===== src/rtl/load_store_unit.sv =====
// Byte/halfword/word load-store front end for the word-wide data_memory RAM.
// Loads RD->CAP->DONE, sb/sh RD->WR->DONE, sw WR->DONE, rejects go straight to DONE; req is only sampled in IDLE.
module load_store_unit #(
  parameter logic [31:0] BASE_ADDR   = 32'h10001000,
  parameter int          DEPTH_WORDS = 16
) (
  input  logic        clk,
  input  logic        rst_n,
  input  logic        req,
  input  logic [3:0]  op,
  input  logic [31:0] address,
  input  logic [31:0] store_data,
  output logic        busy,
  output logic        done,
  output logic        fault,
  output logic [31:0] load_data,
  output logic [31:0] mem_address,
  output logic        mem_read,
  output logic        mem_write,
  output logic [31:0] mem_write_data,
  input  logic [31:0] mem_read_data
);

  localparam logic [31:0] LAST_ADDR = BASE_ADDR + 32'(4 * DEPTH_WORDS) - 32'd1;

  typedef enum logic [2:0] {
    S_IDLE,
    S_RD,
    S_CAP,
    S_WR,
    S_DONE
  } state_t;

  state_t      state_q, state_d;
  logic [3:0]  op_q, op_d;
  logic [31:0] addr_q, addr_d;
  logic [31:0] sdata_q, sdata_d;
  logic [31:0] load_data_q, load_data_d;
  logic        fault_q, fault_d;

  logic        op_legal;
  logic        op_aligned;
  logic        in_window;
  logic        req_ok;
  logic [7:0]  sel_byte;
  logic [15:0] sel_half;
  logic [31:0] load_ext;
  logic [31:0] merged_word;

  // Request checks look at the live inputs, since they decide the state taken on the accepting edge.
  always_comb begin
    op_legal = 1'b0;
    case (op)
      4'b0000, 4'b0001, 4'b0010,
      4'b0100, 4'b0101,
      4'b1000, 4'b1001, 4'b1010: op_legal = 1'b1;
      default:                   op_legal = 1'b0;
    endcase
  end

  always_comb begin
    op_aligned = 1'b1;
    case (op[1:0])
      2'b01:   op_aligned = (address[0] == 1'b0);
      2'b10:   op_aligned = (address[1:0] == 2'b00);
      default: op_aligned = 1'b1;
    endcase
  end

  assign in_window = (address >= BASE_ADDR) && (address <= LAST_ADDR);
  assign req_ok    = op_legal && op_aligned && in_window;

  // Lane extraction from the word returned by the RAM.
  always_comb begin
    sel_byte = mem_read_data[7:0];
    case (addr_q[1:0])
      2'b00:   sel_byte = mem_read_data[7:0];
      2'b01:   sel_byte = mem_read_data[15:8];
      2'b10:   sel_byte = mem_read_data[23:16];
      default: sel_byte = mem_read_data[31:24];
    endcase
    sel_half = addr_q[1] ? mem_read_data[31:16] : mem_read_data[15:0];
  end

  // op[2] marks the unsigned variants.
  always_comb begin
    load_ext = mem_read_data;
    case (op_q[1:0])
      2'b00:   load_ext = {{24{sel_byte[7] & ~op_q[2]}}, sel_byte};
      2'b01:   load_ext = {{16{sel_half[15] & ~op_q[2]}}, sel_half};
      default: load_ext = mem_read_data;
    endcase
  end

  always_comb begin
    merged_word = mem_read_data;
    case (op_q[1:0])
      2'b00: begin
        case (addr_q[1:0])
          2'b00:   merged_word[7:0]   = sdata_q[7:0];
          2'b01:   merged_word[15:8]  = sdata_q[7:0];
          2'b10:   merged_word[23:16] = sdata_q[7:0];
          default: merged_word[31:24] = sdata_q[7:0];
        endcase
      end
      2'b01: begin
        if (addr_q[1]) merged_word[31:16] = sdata_q[15:0];
        else           merged_word[15:0]  = sdata_q[15:0];
      end
      default: merged_word = sdata_q;
    endcase
  end

  always_comb begin
    state_d     = state_q;
    op_d        = op_q;
    addr_d      = addr_q;
    sdata_d     = sdata_q;
    load_data_d = load_data_q;
    fault_d     = fault_q;
    case (state_q)
      S_IDLE: begin
        if (req) begin
          op_d    = op;
          addr_d  = address;
          sdata_d = store_data;
          fault_d = ~req_ok;
          if (!req_ok)                              state_d = S_DONE;
          else if (op[3] && (op[1:0] == 2'b10))     state_d = S_WR;
          else                                      state_d = S_RD;
        end
      end
      S_RD:    state_d = op_q[3] ? S_WR : S_CAP;
      S_CAP: begin
        load_data_d = load_ext;
        state_d     = S_DONE;
      end
      S_WR:    state_d = S_DONE;
      S_DONE:  state_d = S_IDLE;
      default: state_d = S_IDLE;
    endcase
  end

  always_ff @(posedge clk or negedge rst_n) begin
    if (!rst_n) begin
      state_q     <= S_IDLE;
      op_q        <= 4'b0000;
      addr_q      <= 32'h0;
      sdata_q     <= 32'h0;
      load_data_q <= 32'h0;
      fault_q     <= 1'b0;
    end else begin
      state_q     <= state_d;
      op_q        <= op_d;
      addr_q      <= addr_d;
      sdata_q     <= sdata_d;
      load_data_q <= load_data_d;
      fault_q     <= fault_d;
    end
  end

  // Strobes decode straight from the state register, so reset kills a write before the next edge.
  assign busy           = (state_q != S_IDLE);
  assign done           = (state_q == S_DONE);
  assign fault          = done & fault_q;
  assign mem_read       = (state_q == S_RD);
  assign mem_write      = (state_q == S_WR);
  assign mem_address    = {addr_q[31:2], 2'b00};
  assign mem_write_data = mem_write ? merged_word : 32'h0;
  assign load_data      = load_data_q;

endmodule


===== config.mk =====
export PLATFORM = sky130hd
export DESIGN_NAME = load_store_unit
export DESIGN_NICKNAME = d
export VERILOG_FILES = /design/src/rtl/load_store_unit.sv
export SDC_FILE = /design/constraint.sdc
export NUM_CORES = 1
export LEC_CHECK = 0
export ABC_CLOCK_PERIOD_IN_PS = 2100
export CORE_ASPECT_RATIO = 0.75
export CORE_UTILIZATION = 46
export DETAILED_ROUTE_END_ITERATION = 12
export MAX_ROUTING_LAYER = met4
export PLACE_DENSITY = 0.81
export SYNTH_ARGS = -nofsm -noshare
export SYNTH_HDL_FRONTEND = slang
export SYNTH_SLANG_ARGS = --single-unit

===== constraint.sdc =====
create_clock -name clk -period 2.1 [get_ports clk]
set_clock_uncertainty 0.2 [all_clocks]
set_input_delay 0.42 -clock clk [delete_from_list [all_inputs] [get_ports clk]]
set_output_delay 0.42 -clock clk [all_outputs]
set_load 0.02 [all_outputs]

# Word-level counts from Yosys, hierarchy flattened
# Memories as Yosys holds them, arrays and structs flattened.
# Cells that the tools add are included.
# word_totals
in_bits	103
out_inout_bits	101
elab_cells	54
rom_bits	16
mem_count	1
reg_bits	104
# classes
n_eq_ne	10
reduce_logical	12
bitwise_logic	6
n_mux	17
magnitude_cmp	2
# mem_list
memory	words	word_bits	read_ports	rd_ports_with_merged_regs	wr	line	text
(name not given)	16	1	1	0	0	53	case (op)
# op_table
operator	count
32-bit one-hot mux with 2 select lines	2
16-bit 2-to-1 mux	3
32-bit by 29-bit >= comparator with 1-bit output, second input constant	1
32-bit by 29-bit less-or-equal comparator with 1-bit output, second input constant	1
32-bit 2-to-1 mux	1
8-bit 2-to-1 mux	4
8-bit one-hot mux with 3 select lines	1
3-bit one-hot mux with 3 select lines	1
2-bit by 1-bit equality test with 1-bit output, second input constant	3
3-bit by 2-bit equality test with 1-bit output, second input constant	2
2-bit zero test	3
3-bit 2-to-1 mux	2
2-bit equality test, second input constant	2
1-bit logical AND	4
1-bit AND	3
3-bit by 1-bit equality test with 1-bit output, second input constant	1
3-bit equality test, second input constant	1
3-bit zero test	1
1-bit inverter	3
3-bit nonzero test	1
3-bit OR reduction	1
2-bit 2-to-1 mux	1
2-bit != test, second input constant	1
1-bit one-hot mux with 2 select lines	1
3 further kinds	3

# Depth between registers and ports, before layout
# Gate-level depths: netlist of run 1.
# logic_depth
word_depth	7
depth_mapped	7
ltp_nobuf	6

# Worst setup path before layout of run 1
# Ideal clock, no wire load.
# synth_timing
path_type	register to output
start	reg op_q[0]
end	out mem_write_data[19]
path_slack_ps	-184
t_required_ps	1480
path_stages_with_launch	8
t_arrival_ps	1664
n_path_buf	3
cell_sequence	dfrtp_1 buf_6 nand2b_1 buf_2 buf_2 nand2_1 a211oi_1 nor3_1
# synth_between
elab_chain_len	3
elab_cells_between_ends	4
cone_classes	eq/ne (1); mux (2); reduce/logical (1)
# synth_rtl
element	line	text
from (decl)	35	logic [3:0] op_q, op_d;
from (signal assigned)	154	op_q <= op_d;
2-bit by 1-bit equality test with 1-bit output or 2-bit zero test (tied branches)	97	case (op_q[1:0])
32-bit one-hot mux with 2 select lines (*)	97	
32-bit 2-to-1 mux (*)	169	assign mem_write_data = mem_write ? merged_word : 32'h0;
to (decl)	20	output logic [31:0] mem_write_data,
# Mark *: on every way between the ends. The rest lies on a longest branch, timed or not.

# Final worst setup path of run 1
# layout_timing
start	reg addr_q[1]
end	out mem_write_data[9]
# layout_between
elab_chain_len	4
elab_cells_between_ends	5
cone_classes	eq/ne (1); mux (4)
# layout_rtl
element	line	text
from (decl)	36	logic [31:0] addr_q, addr_d;
from (signal assigned)	155	addr_q <= addr_d;
2-bit by 1-bit equality test with 1-bit output	99	case (addr_q[1:0])
8-bit 2-to-1 mux	99	
32-bit one-hot mux with 2 select lines (*)	97	
32-bit 2-to-1 mux (*)	169	
# Marked as above.

==> summary.md, run 1 <==
| Metric | Value |
|---|---|
| Syn_area_per_cell | `a little under 10 um2` |
| Die Width | `132 um` |
| Post-DP HPWL | `15800 um` |
| Max clock buf depth | `2` |
| Critical Path Fanout Max | `8` |
| Post-Synth Adder-Cell Area | `0.00647` |
| DRT antenna net count | `0` |
| Vias | `between 6000 and 7000` |
| Critical-path cell list | `buf_6 -> nor2b_4 -> buf_12 -> mux2i_1 -> a2bb2oi_1 -> a21oi_1 -> buf_4` |
| Arr. time, crit path | `1.92 ns` |
| Syn Inst Count | `590` |
| Die Ht | `between 90 and 100 um` |
| Final hold vios | `0` |
| Synth async-reset ratio | `1.00` |
| RePlAce Congestion | `0.936` |
| Cell depth of the worst hold path | `2` |
| Reg2reg end | `load_data[28]` |
| Post-layout min period | `about 2.5 ns` |
| Register area share after synthesis | `0.449` |
| Antenna cells | `0` |
| Main synth FF type | `dfrtp_1` |
| RSZ-0062 raised after global routing | `true` |
| CP peak stage delay | `0.46 ns` |
| Main combinational cell family by area after synthesis | `simple AND/OR/NAND/NOR gates` |
| Initial antenna violation count | `0` |
| Pwr dens | `approximately 660 mW/mm2` |
| Area contributors post-synth | `dfrtp_1 45%, mux2_2 11%, nand2_1 5.2%` |
| Final-stage net count | `~1000` |
| Crit. End Element | `primary output` |
| Slew Limit Fails | `0` |
| Routed wire length | `about 23000 um` |
| Post-Synth Simple-Gate Area | `0.170` |
| Vias in the first global route | `6026` |
| Most common cell in the netlist | `dfrtp_1` |
| Synth top cells by count | `104 x dfrtp_1, 80 x nand2_1, 59 x mux2_2, 33 x nand3_1, 32 x buf_4` |
| Mux cell area share after synthesis | `0.128` |
| Critical Path Source Type | `register` |
| Worst-skew pair later-pin latency | `around 0.35 ns` |
| Worst hold path type | `register to register` |
| Required time of the critical path | `approximately 1.5 ns` |
| Compound-Gate Fraction of Synth Area | `0.152` |
| Final worst slack | `-0.441 ns` |
| Filler cells | `765` |
| Area growth, synth to finish | `65.5%` |
| Post-synthesis register bit count | `104` |
| Largest net degree at the start of global routing | `42` |
| Min-delay src | `load_data[16]` |
| Starting Density | `0.471` |
| I/O pin cnt | `approximately 200` |
| Core area | `~0.012 mm2` |
| Gr usage total | `0.349` |
| Failing checks | `setup timing` |
| CP max stage cell | `dfrtp_2` |
| Clk slew on worst S/H paths | `~0.08 ns` |
| FF-to-FF path depth | `7` |
| Drt first pass iters | `5` |
| LEAKAGE | `roughly 4.1 nW` |
| Yosys Warn Count | `0` |
| Final Cycle Share | `1.21` |
| Max Cap Viol | `0` |
| CTS tree | `built` |
| Share of cells above drive strength 1 | `0.388` |
| R2R setup slack | `-0.04 ns` |
| First-pass GRT wire length | `around 33000 um` |
| Via density per instance | `slightly below 6` |
| Status | `finished, violations left` |
| Kind of critical path | `register to primary output` |
| PortBufs | `between 200 and 250` |
| Post-Synth XOR/XNOR Area | `0` |
| Hold Path End | `load_data[16]` |
| Top cell type's share of synthesized area | `0.449` |
| Yosys cell types | `48` |
| CTS Buf Count | `9` |
| Routed wire per std cell | `between 20 and 25 um` |
| Synth area leader | `dfrtp_1` |
| Root buf cell | `clkbuf_16` |
| Die area | `between 0.01 and 0.015 mm2` |
| Fmax | `between 300 and 400 MHz` |
| EDFF count, synth | `0` |
| DRC errors left | `0` |
| H-tree depth | `3` |
| Iter 0 DRT Violations | `~610` |
| CTS Sinks | `roughly 100` |
| Core Rows | `35` |
| Final setup fails | `57` |
| Peak supply drop | `504 uV` |
| GRT overflow | `0` |
| Critical register-to-register path startpoint | `addr_q[1]` |
| Hold Slack | `a little under 0.3 ns` |
| Pre-CTS setup slack | `-0.663 ns` |
| Synth Cell Area | `0.00580 mm2` |
where the power goes:
part	internal [mW]	switching, mW	total [mW]
clock	0.877	0.795	1.67
sequential	2.20	0.163	2.37
combinational	1.19	1.12	2.31
total	4.27	2.08	6.34
worst max-delay path by stage:
stage	cells past startpoint	slack, ns	endpoint	startpoint
after CTS	6	-0.41	mem_write_data[25]	addr_q[0]
after floorplan	4	-0.15	mem_write_data[24]	state_q[2]
after global placement	6	-0.71	mem_write_data[10]	mem_read_data[10]
final	7	-0.44	mem_write_data[9]	addr_q[1]
after detailed placement	6	-0.66	mem_write_data[9]	mem_read_data[9]
after global routing	7	-0.50	mem_write_data[9]	addr_q[1]
worst max-delay path, delay by kind of cell, from the launching register on:
kind / cells / cell delay [ns]
DFF: 1 / 0.46
muxes: 1 / 0.20
AOI/OAI and AO/OA: 2 / 0.32
buffers and inverters: 3 / 0.46
and+or+nand+nor: 1 / 0.12
cells in the final DEF (no fill, tap or decap), drive strengths merged, types with 2 or more instances in the layout:
| cell type | count |
|---|---|
| a211oi | 16 |
| a21o | 3 |
| a21oi | 20 |
| a221oi | 8 |
| a22o | 15 |
| a2bb2oi | 9 |
| a31oi | 2 |
| a32o | 7 |
| and2b | 2 |
| and3 | 9 |
| buf | 166 |
| clkbuf | 18 |
| clkdlybuf4s50 | 163 |
| clkinv | 4 |
| conb | 2 |
| dfrtp | 104 |
| ha | 3 |
| inv | 16 |
| mux2 | 59 |
| mux2i | 8 |
| nand2 | 81 |
| nand2b | 2 |
| nand3 | 33 |
| nand3b | 2 |
| nor2 | 23 |
| nor2b | 18 |
| nor3 | 25 |
| nor3b | 2 |
| nor4 | 5 |
| nor4b | 2 |
| o21ai | 13 |
| o22a | 8 |
| o22ai | 9 |
| or2 | 2 |
state kept, by name (all words and copies together), names as in the netlist:
register	count
addr_q	32
fault_q	1
load_data	32
sdata_q	32
op_q	4
state_q	3
through the flow:
step | utilization | total power [mW] | setup TNS [ns] | instance area, um2 | std cells
2_1_floorplan | - | 3.38 | -1.71 | 5900 | 591
3_3_place_gp | 0.696 | 4.18 | -30.71 | 8570 | 997
3_5_place_dp | 0.696 | 4.23 | -35.63 | 8570 | 997
4_1_cts | 0.758 | 6.18 | -10.94 | 9330 | 1029
5_1_grt | 0.780 | 6.55 | -15.31 | 9600 | 1037
6_report | 0.780 | 6.34 | -12.80 | 9600 | 1037
area by class of cell:
type / count / area [um2] / share of cell area
timing repair buffer: 337 / 3220 / 0.336
multi-input combinational: 398 / 3210 / 0.334
clock inverter: 5 / 38.8 / 0.00404
inverter: 16 / 65.1 / 0.00677
clock buffer: 11 / 253 / 0.0263
tap: 166 / 208 / 0.0216
sequential: 104 / 2610 / 0.271
routing by layer:
metal | global-route usage | up-vias | share of wire
met4 | 0.105 | 0 | 0.025
met1 | 0.446 | 2975 | 0.41
met2 | 0.554 | 373 | 0.47
li1 | - | 2638 | -
met5 | - | - | 0
met3 | 0.0831 | 54 | 0.094
kinds of logic after synthesis:
logic type | after synthesis
buf+inv | 92
mux | 67
other cells | 1
flops | 104
fa+ha+maj | 3
simple gates | 206
compound gates | 117
timing repair:
action / CTS / global route
gates cloned: 4 / 5
buffers inserted: 19 / 4
endpoints found under the hold margin: 29 / 0
pin swaps: 55 / 23
gates resized for setup: 274 / 42
hold buffers: 1 / 0
setup endpoints to repair: 61 / 95
(Power assumes the default switching activity.)
==> run 2: changes to the inputs <==
- HOLD_SLACK_MARGIN: default -> 0.1
==> results of run 2 <==
No change in the layout: final DEF, timing and power equal those of run 1.
